File: src/rtl/ov7670_capture_writer_pkg.sv
// Constants and types shared by the frame buffer write side and the VGA read side.
// Combinational definitions only: no latency, no flow control.
package ov7670_capture_writer_pkg;

   localparam int H_PIXELS_DEF = 320;
   localparam int V_LINES_DEF  = 240;
   localparam int COORD_W      = 10;
   localparam int COLOR_W      = 4;
   localparam int CAM_BUS_W    = 11;   // {pclk, vsync, href, data[7:0]}

   typedef enum logic [2:0] {
      WAIT_VSYNC,
      VSYNC_HIGH,
      LINE_IDLE,
      BYTE2,
      BYTE1
   } cap_state_t;

   typedef struct packed {
      logic [COLOR_W-1:0] red;
      logic [COLOR_W-1:0] green;
      logic [COLOR_W-1:0] blue;
   } rgb444_t;

endpackage

File: src/rtl/ov7670_capture_writer_cam_input_sync.sv
// Brings the camera bus into the clk domain and flags PCLK rising edges.
// Latency SYNC_STAGES clk for the bundle, one more for the edge history; no backpressure.
module cam_input_sync
   import ov7670_capture_writer_pkg::*;
#(
   parameter int SYNC_STAGES = 2
) (
   input  logic                 clk,
   input  logic                 rst_n,
   input  logic [CAM_BUS_W-1:0] raw,
   output logic [CAM_BUS_W-2:0] aligned,
   output logic                 pclk_rise
);

   logic [CAM_BUS_W-1:0] stage [SYNC_STAGES];
   logic                 pclk_hist;

   always_ff @(posedge clk or negedge rst_n) begin
      if (!rst_n) begin
         for (int i = 0; i < SYNC_STAGES; i++) begin
            stage[i] <= '0;
         end
         pclk_hist <= 1'b0;
      end else begin
         stage[0] <= raw;
         for (int i = 1; i < SYNC_STAGES; i++) begin
            stage[i] <= stage[i-1];
         end
         pclk_hist <= stage[SYNC_STAGES-1][CAM_BUS_W-1];
      end
   end

   // vsync/href/data leave on the same cycle as the edge they were captured with
   assign aligned   = stage[SYNC_STAGES-1][CAM_BUS_W-2:0];
   assign pclk_rise = stage[SYNC_STAGES-1][CAM_BUS_W-1] & ~pclk_hist;

endmodule

File: src/rtl/ov7670_capture_writer.sv
// Pairs OV7670 RGB444 bytes into pixels and drives the frame buffer write port.
// Write strobe one clk after the second byte's PCLK edge is seen; no backpressure (buffer always accepts).
module ov7670_capture_writer
   import ov7670_capture_writer_pkg::*;
#(
   parameter int H_PIXELS    = H_PIXELS_DEF,
   parameter int V_LINES     = V_LINES_DEF,
   parameter int SYNC_STAGES = 2
) (
   input  logic               clk,
   input  logic               reset_n,
   input  logic               capture_en,
   input  logic               cam_pclk,
   input  logic               cam_vsync,
   input  logic               cam_href,
   input  logic [7:0]         cam_data,
   output logic               write_enable,
   output logic [COORD_W-1:0] addr_x,
   output logic [COORD_W-1:0] addr_y,
   output logic [COLOR_W-1:0] vgaRed,
   output logic [COLOR_W-1:0] vgaGreen,
   output logic [COLOR_W-1:0] vgaBlue,
   output logic               frame_done,
   output logic               frame_error
);

   localparam logic [COORD_W-1:0] X_LIMIT = COORD_W'(H_PIXELS);
   localparam logic [COORD_W-1:0] Y_LIMIT = COORD_W'(V_LINES);

   logic                 rst_sync_n;
   logic [CAM_BUS_W-2:0] cam_bus;
   logic                 pclk_rise;
   logic                 vsync, href;
   logic [7:0]           data;

   cap_state_t           state, state_nx;
   logic [COORD_W-1:0]   x, y;
   logic [COLOR_W-1:0]   red_q;
   rgb444_t              pix_q;
   logic                 x_in, y_in;
   logic                 clr_frame, take_red, pix_in, line_end, set_err, done_pls;

   // assert asynchronously, release on a clk edge
   always_ff @(posedge clk or negedge reset_n) begin
      if (!reset_n) rst_sync_n <= 1'b0;
      else          rst_sync_n <= 1'b1;
   end

   cam_input_sync #(.SYNC_STAGES(SYNC_STAGES)) u_sync (
      .clk       (clk),
      .rst_n     (rst_sync_n),
      .raw       ({cam_pclk, cam_vsync, cam_href, cam_data}),
      .aligned   (cam_bus),
      .pclk_rise (pclk_rise)
   );

   assign vsync = cam_bus[9];
   assign href  = cam_bus[8];
   assign data  = cam_bus[7:0];
   assign x_in  = (x < X_LIMIT);
   assign y_in  = (y < Y_LIMIT);

   always_comb begin
      state_nx  = state;
      clr_frame = 1'b0;
      take_red  = 1'b0;
      pix_in    = 1'b0;
      line_end  = 1'b0;
      set_err   = 1'b0;
      done_pls  = 1'b0;
      if (pclk_rise) begin
         unique case (state)
            WAIT_VSYNC: if (vsync) state_nx = VSYNC_HIGH;
            VSYNC_HIGH: begin
               if (!vsync) begin
                  if (capture_en) begin
                     state_nx  = LINE_IDLE;
                     clr_frame = 1'b1;
                  end else begin
                     state_nx = WAIT_VSYNC;
                  end
               end
            end
            LINE_IDLE: begin
               if (vsync) begin
                  done_pls = (y != '0);
                  state_nx = VSYNC_HIGH;
               end else if (href) begin
                  take_red = 1'b1;
                  state_nx = BYTE2;
               end
            end
            BYTE2: begin
               if (vsync) begin
                  set_err  = 1'b1;
                  state_nx = VSYNC_HIGH;
               end else if (href) begin
                  pix_in   = 1'b1;
                  state_nx = BYTE1;
               end else begin
                  // line ended on a half pixel: drop it but still advance the line
                  set_err  = 1'b1;
                  line_end = 1'b1;
                  state_nx = LINE_IDLE;
               end
            end
            BYTE1: begin
               if (vsync) begin
                  set_err  = 1'b1;
                  state_nx = VSYNC_HIGH;
               end else if (href) begin
                  take_red = 1'b1;
                  state_nx = BYTE2;
               end else begin
                  line_end = 1'b1;
                  state_nx = LINE_IDLE;
               end
            end
            default: state_nx = WAIT_VSYNC;
         endcase
      end
   end

   always_ff @(posedge clk or negedge rst_sync_n) begin
      if (!rst_sync_n) begin
         state        <= WAIT_VSYNC;
         x            <= '0;
         y            <= '0;
         red_q        <= '0;
         pix_q        <= '0;
         write_enable <= 1'b0;
         addr_x       <= '0;
         addr_y       <= '0;
         frame_done   <= 1'b0;
         frame_error  <= 1'b0;
      end else begin
         state        <= state_nx;
         write_enable <= 1'b0;
         frame_done   <= done_pls;
         if (clr_frame) begin
            x           <= '0;
            y           <= '0;
            frame_error <= 1'b0;
         end
         if (take_red) red_q <= data[3:0];
         if (pix_in) begin
            if (x_in && y_in) begin
               write_enable <= 1'b1;
               addr_x       <= x;
               addr_y       <= y;
               pix_q        <= '{red: red_q, green: data[7:4], blue: data[3:0]};
            end else if (y_in) begin
               frame_error <= 1'b1;
            end
            if (x_in) x <= x + 1'b1;
         end
         if (line_end) begin
            x <= '0;
            if (y_in) y <= y + 1'b1;
         end
         if (set_err) frame_error <= 1'b1;
      end
   end

   assign vgaRed   = pix_q.red;
   assign vgaGreen = pix_q.green;
   assign vgaBlue  = pix_q.blue;

endmodule

File: config.mk
export PLATFORM = sky130hd
export DESIGN_NAME = ov7670_capture_writer
export DESIGN_NICKNAME = d
export VERILOG_FILES = /design/src/rtl/ov7670_capture_writer_pkg.sv /design/src/rtl/ov7670_capture_writer_cam_input_sync.sv /design/src/rtl/ov7670_capture_writer.sv
export SDC_FILE = /design/constraint.sdc
export NUM_CORES = 1
export LEC_CHECK = 0
export ABC_AREA = 1
export CAP_MARGIN = 20
export CORE_UTILIZATION = 34
export DETAILED_ROUTE_END_ITERATION = 12
export PLACE_DENSITY_LB_ADDON = 0.2
export SLEW_MARGIN = 20
export SYNTH_ARGS = -nofsm -noshare
export SYNTH_HDL_FRONTEND = slang
export SYNTH_SLANG_ARGS = --single-unit
export TNS_END_PERCENT = 5
File: constraint.sdc
create_clock -name clk -period 3.1 [get_ports clk]
set_input_delay 0.62 -clock clk [delete_from_list [all_inputs] [get_ports clk]]
set_output_delay 0.62 -clock clk [all_outputs]
set_load 0.005 [all_outputs]
==> impl_metrics.ini, run 1 <==
[run_status]
status = finished, final reports clean

[pwr]
power.total_w = 0.002498
ir_drop_mv = 0.2006
p_leak_nw = 2.105
power_density_nw_per_um2 = 581.5

[global_routing]
first_global_vias = 2455
grt_util_all_layers_pct = 14.47
grt_pass1_wl_microns = 11590
grt_max_degree = 86
antenna_found_initial = 0
grt_overflow_total = 0

[logic_synthesis]
avgSynthCellArea_sq_um = 9.174
syn-num-nets = 396
yosysWarnings = 0
seq_area_frac_synth_pct = 61.89
yosysTopAreaCell = dfrtp_1
synthAdderAreaFrac_pct = 1.080
synth_area_leaders = dfrtp_1 (62%), nand2_1 (12%), inv_1 (5.2%)
synthesis.area_sq_um = 3477
synth-simple-area-share_pct = 22.78
ys_ff_latch = 86
synth_cells = 379
synthMuxAreaShare_pct = 0
synth_xor_area_share_pct = 0.7557
synth-compound-area-share_pct = 6.549
ys_types = 25
synth_top_family_by_area = simple AND/OR/NAND/NOR gates
yosys.area.top_type_share_pct = 61.89

[sta]
fin_ws_ps = 1095
drv_slew = 0
min_period_ps = 2005
hold_violations = 0
setup_violations = 0
rsz0062_at_grt = no
slew_headroom_pct = 50.13
fin_setup_tns_ps = 0
timing.final.crit_share_pct = 64.69
worst-slew-pin-transition_ps = 747.0
clock_skew_ps = 10.16
fmax_mhz = 498.7

[detailed_routing]
dr.pass1.iters = 4
via_count = 2577
vias_per_cell = 4.521
wl_per_cell_microns = 12.01
drtIter0Drc = 81
routed_wl_microns = 6843
ant_nets = 0
drc = 0

[die]
die_area_sq_um = 10630
coreArea_sq_um = 9864
die_w_microns = 103.1
io_pins = 49
die_h_microns = 103.1
initial_core_util_pct = 35.25
rows = 36

[cts]
cts_tree = done
cts_buffers = 9
clk_latency_ps = 350
htree_levels = 3
clock_sinks = 86
cts_resized = 0
root_buffer = clkbuf_8
postCtsSetupBuffers = 0
hold_buffers = 0
clk_transition_reported_paths_ps = 90
clockBufferDepth = 2

[critical_path]
critPathLaunch = u_sync.aligned[9]$_DFF_PN0_
critPathLaunchType = flip-flop
cp_data_arrival_time_ps = 2270
critPathMaxFanout = 49
critical_path_class = reg -> reg
required_ps = 3360
r2r-start = u_sync.aligned[9]$_DFF_PN0_
critPathCaptureType = flip-flop

[final_layout]
fin_nets = 449
drive_gt1_share_pct = 7.094
area_growth_pct = 23.53
fill_cells = 986
final_common_cell = nand2_1
final_cell_mix = nand2_1 (113), dfrtp_1 (85), inv_1 (48), clkdlybuf4s50_1 (48), nand3_1 (30)
antennaDiodeCount = 0

[placed_design]
dp_hpwl_microns = 4666
pre_cts_slack_ps = 1059
gp_congestion = 0.8245
port_buffers = 48

[run]
drv_cap = 0

[worst_hold_path]
worstHoldStart = u_sync.stage[16]$_DFF_PN0_
hold_class = reg -> reg
==> cells by family (layout without fill, tap and decap cells) <==
logic type,count (synthesis),count (layout)
AOI/OAI and AO/OA,43,43
xor gates and xnor gates,3,3
adders and majority gates,3,3
buffers and inverters,58,116
DFF,86,86
other,1,1
and+or+nand+nor,185,185
==> final cells by class <==
type	count	area (sq um)	share of cell area, %
Multi-Input combinational cell	235	1087	25.31
Clock inverter	6	52.55	1.223
Inverter	50	187.7	4.369
Sequential cell	86	2156	50.19
Clock buffer	10	137.6	3.204
Timing Repair Buffer	50	508.0	11.83
Tap cell	133	166.4	3.874
==> cells in the mapped netlist <==
| cell type | instances |
|---|---|
| o21ai_1 | 11 |
| nand4_1 | 3 |
| nor2_1 | 25 |
| o22ai_1 | 1 |
| nand2_4 | 1 |
| nand3_1 | 30 |
| buf_6 | 2 |
| o21ai_2 | 2 |
| nand3_2 | 1 |
| buf_2 | 4 |
| nand2_1 | 113 |
| conb_1 | 1 |
| nor2_2 | 2 |
| dfrtp_1 | 86 |
| ha_1 | 3 |
| a21oi_2 | 1 |
| nor2_4 | 3 |
| xor2_1 | 3 |
| nor3_1 | 6 |
| inv_2 | 2 |
| inv_1 | 48 |
| a21oi_1 | 5 |
| clkbuf_1 | 2 |
| nand3b_1 | 1 |
| o21ai_0 | 23 |
==> worst paths after layout <==
check	to	slack, ps	cells past startpoint
max	addr_y[5]$_DFFE_PN0P_	1090	7
min	u_sync.aligned[5]$_DFF_PN0_	350	0
max reg2reg	addr_y[5]$_DFFE_PN0P_	1090	7
min reg2reg	u_sync.aligned[5]$_DFF_PN0_	350	0
max in group asynchronous	addr_x[7]$_DFFE_PN0P_	2110	1
min in group asynchronous	u_sync.stage[13]$_DFF_PN0_	360	0
==> flip-flops by register name (all words and copies together), names as in the netlist <==
signal / cells
frame_done: 1
vgaGreen: 4
write_enable: 1
red_q: 4
x: 10
u_sync.stage: 12
u_sync.pclk_hist: 1
vgaRed: 4
addr_x: 10
vgaBlue: 4
rst_sync_n: 1
y: 10
u_sync.aligned: 10
state: 3
frame_error: 1
addr_y: 10
==> metrics by stage <==
step | hold WS [ps] | utilization, % | cell area [sq um] | std cells
finish | 349.3 | 43.54 | 4295 | 570
global route | 352.1 | 43.54 | 4295 | 570
CTS | 347.5 | 43.34 | 4275 | 569
detailed placement | 334.7 | 41.41 | 4085 | 553
global placement | 331.4 | 41.41 | 4085 | 553
floorplan | 324.4 | - | 3477 | 379
==> where the power goes <==
group	internal, W	leakage [nW]	total (W)	switching (W)
Sequential	0.00124	1.11	0.00133	0.0000946
Combinational	0.000164	0.903	0.000409	0.000244
Clock	0.000324	0.0910	0.000756	0.000432
Total	0.00173	2.10	0.00250	0.000771
==> per-layer routing <==
layer / vias up / GRT usage [%] / part of all wire (%)
li1: 1290 / - / -
met1: 1228 / 19.10 / 48
met2: 44 / 22.41 / 47
met3: 15 / 2.712 / 2.4
met4: 0 / 8.234 / 2.8
met5: - / 0 / 0
==> critical path: stages (launching register included) <==
cell	delay, ps
dfrtp_1	480
nor2_1	140
nand2_1	90
nor2_4	150
nand2_4	100
nor2_4	270
inv_2	370
o21ai_0	300
Note: power is estimated with default switching activity, not from simulation.
==> run 2, diff against run 1 <==
==> constraint.sdc (replaced) <==
create_clock -name clk -period 1.62 [get_ports clk]
set_input_delay 0.324 -clock clk [delete_from_list [all_inputs] [get_ports clk]]
set_output_delay 0.324 -clock clk [all_outputs]
set_load 0.005 [all_outputs]
==> impl_metrics.ini, run 2 (synthesized netlist as in run 1, its figures left out) <==
[detailed_routing]
vias_per_cell = 4.389
wl_per_cell_microns = 11.66
ant_nets = 0
routed_wl_microns = 6809
via_count = 2563
drc = 0
drtIter0Drc = 75
dr.pass1.iters = 4

[critical_path]
r2r-start = state[1]$_DFFE_PN0P_
crit_path_end = vgaBlue[2]
cp_slowest_cell = clkdlybuf4s50_1
crit_chain = clkdlybuf4s50_1
required_ps = 1300
critical_path.top_delay_family = buffers and inverters
cp.depth = 1
critical-path-max-stage-delay_ps = 510
critical_path_class = reg -> out
reg2reg_to = y[6]$_DFF_PN0_
rrSetupSlack_ps = 110
critPathMaxFanout = 2
critPathCaptureType = primary output
crit_buf_inv = 1
critPathLaunch = vgaBlue[2]$_DFFE_PN0P_
rr_worst_depth = 8
cp_data_arrival_time_ps = 1250
critPathLaunchType = flip-flop

[pwr]
ir_drop_mv = 0.3682
p_sw_w = 0.001502
p_sw_share_pct = 30.93
internal_power_w = 0.003355
seq_power_share_pct = 52.5
power_frac_comb_pct = 17.6
p_leak_nw = 2.227
power_density_nw_per_um2 = 1088
pwr-share-clk_pct = 29.8

[die]
io_pins = 49
rows = 36
die_h_microns = 103.1
die_w_microns = 103.1
coreArea_sq_um = 9864
initial_core_util_pct = 35.25
die_area_sq_um = 10630

[sta]
whs_ps = 90.63
drv_slew = 0
fmax_mhz = 636.1
min_period_ps = 1572
rsz0062_at_grt = yes
timing.final.crit_share_pct = 97.04
setup_violations = 0
hold_violations = 0
fin_setup_tns_ps = 0
clock_skew_ps = 12.63

[cts]
cts_buffers = 9
hold_buffers = 0
clk_transition_reported_paths_ps = 90
postCtsSetupBuffers = 0
htree_levels = 3
clock_sinks = 86
clk_latency_ps = 360
root_buffer = clkbuf_8
cts_tree = done
cts_resized = 0
clockBufferDepth = 2

[final_layout]
antennaDiodeCount = 0
final_util_pct = 45.27
top_register = u_sync.stage
largest_reg_flops = 12
drive_gt1_share_pct = 11.31
area_growth_pct = 28.43
final_common_cell = nand2_1
fin_nets = 463
final_cell_mix = nand2_1 (112), dfrtp_1 (83), inv_1 (46), clkdlybuf4s50_1 (46), nand3_1 (29)

[global_routing]
grt_max_degree = 34
grt_util_all_layers_pct = 14.19
first_global_vias = 2447
grt_pass1_wl_microns = 11330
grt_overflow_total = 0
antenna_found_initial = 0

[placed_design]
dp_hpwl_microns = 4900
gp_congestion = 0.8054
port_buffers = 48

[run]
drv_cap = 0

[worst_hold_path]
hold_class = in -> async

[run_status]
status = finished, final reports clean
run 2: changes by cell type in the layout (fill, tap and decap cells not counted), moves of 2 or more:
cell,change
buf_4,+11
buf_12,+2
clkdlybuf4s50_1,-2
dfrtp_1,-2
dfrtp_2,+2
dlymetal6s2s_1,+2
inv_1,-2
inv_2,+2
run 2: worst min-delay path by stage:
stage          cells past startpoint                          end
2_1_floorplan                      0         rst_sync_n$_DFF_PN0_
4_1_cts                            1         rst_sync_n$_DFF_PN0_
3_3_place_gp                       0  u_sync.aligned[1]$_DFF_PN0_
6_report                           1         rst_sync_n$_DFF_PN0_
3_5_place_dp                       0  u_sync.aligned[1]$_DFF_PN0_
5_1_grt                            1         rst_sync_n$_DFF_PN0_
run 2: through the flow:
stage                     setup WS (ps)  instances  total power, W  instance area [sq um]
final                             47.98        584        0.004857                   4466
after global routing             -11.29        584        0.005158                   4466
after CTS                         23.12        584        0.004887                   4427
after detailed placement          93.55        568        0.003409                   4235
after global placement            123.3        568        0.003387                   4235
after floorplan                   122.3        379        0.003075                   3478
run 2: area by class of cell:
| type | instances | area, sq um |
|---|---|---|
| fillers | 950 | 5399 |
| flip-flops and latches | 86 | 2158 |
| multi-input cells | 235 | 1115 |
| repair buffers | 64 | 646.9 |
| inverters | 50 | 187.7 |
| well taps | 133 | 166.4 |
| clock buffers | 10 | 137.6 |
| clock inverters | 6 | 53.80 |
run 2: power groups by stage:
stage / sequential (W) / combinational (W) / clock (W)
floorplan: 0.00256 / 0.000511 / 0
global placement: 0.00257 / 0.000814 / 0
detailed placement: 0.00258 / 0.000830 / 0
CTS: 0.00254 / 0.000833 / 0.00152
global route: 0.00258 / 0.000980 / 0.00159
finish: 0.00255 / 0.000856 / 0.00145
run 2: metal layers:
| metal | GRT usage [%] | share of wire, % |
|---|---|---|
| met4 | 8.451 | 2.7 |
| met1 | 18.65 | 49 |
| met3 | 2.780 | 3.1 |
| met2 | 21.79 | 45 |
| met5 | 0 | 0 |
==> RTL edit 1, RTL diff (config.mk and constraints of run 1) <==
Put a register stage on the outputs `vgaRed`, `vgaGreen` and `vgaBlue`. The values now appear one clock later. The other outputs are not delayed to match.
--- a/src/rtl/ov7670_capture_writer.sv
+++ b/src/rtl/ov7670_capture_writer.sv
@@ -162,9 +162,11 @@
       end
    end
 
-   assign vgaRed   = pix_q.red;
-   assign vgaGreen = pix_q.green;
-   assign vgaBlue  = pix_q.blue;
+   always_ff @(posedge clk) begin
+      vgaRed   <= pix_q.red;
+      vgaGreen <= pix_q.green;
+      vgaBlue  <= pix_q.blue;
+   end
 
 endmodule
 
Behaviour: no difference found for any inputs over 10 cycles, from zero or initial values and one cycle with reset_n low; that may be too few to reach the edited logic, so the function may still have changed.
==> RTL edit 1 against run 1 <==
Power increased by 8.1%; clock power increased by 8.5%; setup slack improved by 0.056 ns; synthesized area increased by 7.8%; sequential share of layout area increased by 2.4 points; routed wire length decreased by 0.91%; final area increased by 6.1%; sequential cell count increased by 12; non-clock buffer count decreased by 1; count of clock-buffer cells in the layout decreased by 1; utilization decreased by 0.16 points; critical path type is now input pin to flop; critical endpoint is now x[2]; highest routed layer unchanged.
==> RTL edit 1: results (changes against run 1) <==
The half-perimeter wire length after detailed placement is 4460 um (-4.3%). The post-detailed-route via-to-cell ratio is 4.46 (-1.4%). The number of design-rule violations left by the first detailed-router iteration came to 152 (+88%).

The type of the tightest min-delay check is flop to async pin. The total instance count after detailed placement came to 569 (+2.9%). The adder and majority gate portion of the synthesized area was 1.00% (-0.079 points). By area the synthesized netlist is led by dfrtp_1 (57%), nand2_1 (12%), dfxtp_1 (6.4%), o21ai_0 (4.3%), inv_1 (4.2%).

Among all stages on the critical path, the largest delay is contributed by clkdlybuf4s50_1. The share of final-layout standard cells stronger than drive strength 1 is 6.89% (-0.20 points). The largest fanout on the critical path came out at 13 (-73%). The largest stage delay on the critical path is 0.45 ns (-0.03 ns).

The via count of the first global-routing pass is 2586 (+5.3%). Sorting the synthesized cells by how often they occur yields nand2_1 (121), dfrtp_1 (86), inv_1 (42). The run finished with clean final reports. The post-route DRC violation count was 0 (unchanged). The weighted congestion at the end of routability-driven global placement is 0.800 (-3.0%).

The reg-to-reg startpoint is u_sync.stage[10]. The clock skew after layout came out at 0.0114 ns (+0.00122 ns). For the worst-skew pair, the clock arrives at the later sink with an insertion delay of 0.36 ns. The synthesized-area fraction occupied by ao, oa, aoi and oai cells is 5.94% (-0.61 points).

The worst-case vdd ir drop is 0.000266 V (+33%). The number of violations of the max-capacitance limit came out at 0 (unchanged). The relative slew slack was 65.8% (+16 points). The static leakage is 0.00223 uW (+5.9%). The clock root buffer master is clkbuf_8. The buffers inserted during post-CTS setup optimization came out at 0 (unchanged). The worst path arrival time is 2.20 ns (-0.07 ns). The share of flip-flops with an asynchronous set or reset after synthesis came out at 87.8% (-12 points). The global routing usage summed across all routing layers was 13.3% (-1.1 points). The post-route worst hold slack is 0.264 ns (-0.0853 ns). The count of inserted antenna diode cells came out at 0 (unchanged). The net count of the mapped netlist was 410 (+3.5%). The first-pass GRT wire length came out at 11900 um (+3.0%). The share of synthesized area spent on multiplexers was 0% (unchanged). The fraction of synthesized cell area in xor and xnor cells came out at 0.701% (-0.055 points). The non-filler instance count after layout is 586 (+2.8%). In this run the critical register-to-register path is captured at x[2].

The maximum level of the CTS H-tree is 3 (unchanged). The final net count is 462 (+2.9%). The maximum buffer depth of the clock tree is 2 (unchanged). The warning count from the yosys run is 0 (unchanged). The main flop type after synthesis is dfrtp_1. The maximum number of pins on one net before global-route repair is 86 (unchanged). The number of distinct library cells after synthesis came out at 29 (+16%).

The sequential element share of the synthesized area came out at 63.8% (+1.9 points). The total detailed-routing wirelength came out at 6780 um (-0.91%). After clock tree synthesis, the clock-pin slew on the worst setup and hold paths is 0.10 ns. The average size of a mapped cell came out at 9.54 sq um (+4.0%).

In the final layout, the registers with the most flip-flops are pix_q (12), u_sync.stage (12). The slack of the worst reg-to-reg path was 1.23 ns (+0.14 ns). The number of gates resized after cts was 0 (unchanged).
RTL edit 1: cell count changes in the layout (fill, tap and decap cells not counted), sizes merged, moves of 2 or more:
cell,run 1,this run
nand3,31,25
nand2,114,123
clkinvlp,2,0
dfxtp,0,12
nor3,6,9
RTL edit 1: where the power goes:
part           leakage, uW  switching [uW]  internal, uW
combinational     0.000919             233           160
sequential         0.00121            90.5          1400
clock             0.000103             497           323
total              0.00223             820          1880
RTL edit 1: worst max-delay path: cells and delay by family:
kind / cells / cell delay, ns
and+or+nand+nor: 5 / 0.87
buffers and inverters: 2 / 0.60
AOI/OAI and AO/OA: 1 / 0.10
RTL edit 1: cell type report:
class / count / area [sq um]
Multi-Input combinational cell: 240 / 1100
Clock buffer: 9 / 124
Inverter: 47 / 181
Clock inverter: 7 / 76.3
Timing Repair Buffer: 49 / 508
Sequential cell: 98 / 2400
Fill cell: 1025 / 5950
Tap cell: 136 / 170
RTL edit 1: layer usage:
layer / GRT usage, % / up-vias / wire length [um]
met1: 17.4 / 1219 / 3280
met3: 2.98 / 11 / 253
li1: - / 1329 / -
met2: 21.7 / 54 / 3140
met5: 0 / - / 0
met4: 4.89 / 0 / 108
RTL edit 1: metrics by stage:
step / area [sq um] / setup slack [ns] / power [uW]
floorplan: 3750 / 0.497 / 1770
global placement: 4330 / 0.781 / 1890
detailed placement: 4330 / 0.749 / 1910
CTS: 4530 / 1.14 / 2740
global route: 4560 / 1.00 / 2880
finish: 4560 / 1.15 / 2700
RTL edit 1: worst max-delay path by stage:
stage,to,slack [ns],from
6_report,x[2],1.15,capture_en
5_1_grt,x[2],1.00,capture_en
4_1_cts,x[2],1.14,capture_en
3_5_place_dp,x[2],0.75,capture_en
3_3_place_gp,x[2],0.78,capture_en
2_1_floorplan,addr_x[0],0.50,rst_sync_n
==> RTL edit 2, RTL diff (settings of run 1) <==
Made on the original files. `SYNC_STAGES` is set to 2 in 2 places; all go to 4.
--- a/src/rtl/ov7670_capture_writer_cam_input_sync.sv
+++ b/src/rtl/ov7670_capture_writer_cam_input_sync.sv
@@ -3,7 +3,7 @@
 module cam_input_sync
    import ov7670_capture_writer_pkg::*;
 #(
-   parameter int SYNC_STAGES = 2
+   parameter int SYNC_STAGES = 4
 ) (
    input  logic                 clk,
    input  logic                 rst_n,
--- a/src/rtl/ov7670_capture_writer.sv
+++ b/src/rtl/ov7670_capture_writer.sv
@@ -5,7 +5,7 @@
 #(
    parameter int H_PIXELS    = H_PIXELS_DEF,
    parameter int V_LINES     = V_LINES_DEF,
-   parameter int SYNC_STAGES = 2
+   parameter int SYNC_STAGES = 4
 ) (
    input  logic               clk,
    input  logic               reset_n,
Check against the original RTL: same outputs for any inputs over 10 cycles, from zero or initial values and one cycle with reset_n low; that may be too few to reach the edited logic, so the function may still have changed.
==> RTL edit 2 against run 1 <==
The flow now finishes with violations (design-rule violations); synthesized cell count is 5.5% higher; sequential share of layout area is 4.3 points higher; sequential cell count is 22 higher; clock skew is 0.0012 ns higher; routed wire length is 3.5% higher; largest cell class unchanged; setup slack worse by 0.046 ns; first-iteration DRC count is 150% higher; power is 28% higher; synthesized area is 16% higher; final area is 16% higher; combinational power is 2% lower; global-route usage is 1.9 points lower; critical endpoint is now addr_y[0].
==> RTL edit 2: results (changes against run 1) <==
The run finished, with violations left. The checks that failed: design-rule violations. The startpoint of the lowest-slack hold path is u_sync.stage[28]. The sequential element share of the synthesized area came out at 66.9% (+5.0 points). The total instance count after detailed placement is 583 (+5.4%). The number of design-rule violations left by the first detailed-router iteration is 202 (+150%).

The average size of a mapped cell came out at 10.1 sq um (+10%). The fmax is 487 MHz (-2.3%). The met2 capacity usage during global routing is 18.7% (-3.7 points). The worst path arrival time came out at 2.25 ns (-0.02 ns). The total iterations of the first detailed-routing run is 11 (+7). The clock skew after layout came out at 0.0113 ns (+0.00118 ns).

The final net count came to 468 (+4.2%). The half-perimeter wire length after detailed placement is 4820 um (+3.4%). The depth of the worst register-to-register path is 8 (+1). The global routing usage summed across all routing layers is 12.5% (-1.9 points).

The static leakage was 0.00240 uW (+14%). By area the synthesized netlist is led by dfrtp_1 (67%), nand2_1 (11%), inv_1 (4.2%), nand3_1 (3.5%), o21ai_0 (2.8%). The switching power came out at 914 uW (+19%). The global-route met1 utilization was 17.4% (-1.7 points).

The slew of the pin with the lowest slew margin is 0.703 ns (-0.0437 ns). The worst setup slack after placement came to 0.918 ns (-0.141 ns). The met3 track demand over resource in global routing is 2.84% (+0.13 points).

The post-detailed-route via-to-cell ratio is 4.43 (-2.0%). The worst-case vdd ir drop came out at 0.000258 V (+29%). Clock tree synthesis selected as its root buffer the cell clkbuf_16.

The post-route DRC violation count is 4 (+4). The weighted congestion at the end of routability-driven global placement came out at 0.869 (+5.3%). Ranked by instance count, the synthesized netlist is headed by nand2_1 (117), dfrtp_1 (108), inv_1 (45).

The flip-flop count of the largest register, all copies and words added was 34 (+22). The final routed wire length divided by cell count is 11.8 um (-1.5%). The instance area after placement came out at 4660 sq um (+14%).

The via count of the first global-routing pass is 2486 (+1.3%).
RTL edit 2: final cells by class:
class / count / area (sq um)
Fill cell: 1135 / 6550
Inverter: 47 / 176
Sequential cell: 108 / 2710
Clock inverter: 7 / 88.8
Clock buffer: 9 / 225
Timing Repair Buffer: 49 / 500
Tap cell: 143 / 179
Multi-Input combinational cell: 236 / 1090
RTL edit 2: kinds of logic (layout without fill, tap and decap cells):
logic type / count (synthesis) / after routing / share of synthesized area [%]
DFF: 108 / 108 / 66.9
other: 1 / 1 / 0.0928
xor gates and xnor gates: 3 / 3 / 0.650
buffers and inverters: 56 / 112 / 6.04
AOI/OAI and AO/OA: 44 / 44 / 5.70
and+or+nand+nor: 185 / 185 / 19.7
adders and majority gates: 3 / 3 / 0.929
RTL edit 2: per-layer routing:
metal  wire [um]  up-vias
li1            -     1355
met1        3550     1230
met2        3110       59
met3         305        9
met4         119        0
met5           0        -
RTL edit 2: worst max-delay path, cell delays in order (launching register included):
cell and delay [ns]:
dfrtp_1 0.47, nor2_1 0.14, nand2_1 0.09, nor2_4 0.16, nand2_4 0.10, nor2_4 0.33, inv_2 0.38, nand2_1 0.14
o21ai_0 0.08
RTL edit 2: power by group through the flow:
stage	combinational [uW]	sequential, uW	clock [uW]
after floorplan	269	1650	0
after global placement	404	1660	0
after detailed placement	405	1670	0
after CTS	408	1640	1190
after global routing	465	1660	1250
final	400	1640	1150
RTL edit 2: worst min-delay path by stage:
stage,endpoint,slack [ns],depth (start not counted)
6_report,u_sync.stage[17],0.35,0
3_3_place_gp,u_sync.stage[12],0.33,0
2_1_floorplan,rst_sync_n,0.32,0
3_5_place_dp,u_sync.aligned[3],0.33,0
4_1_cts,u_sync.stage[25],0.35,0
5_1_grt,u_sync.stage[21],0.36,0
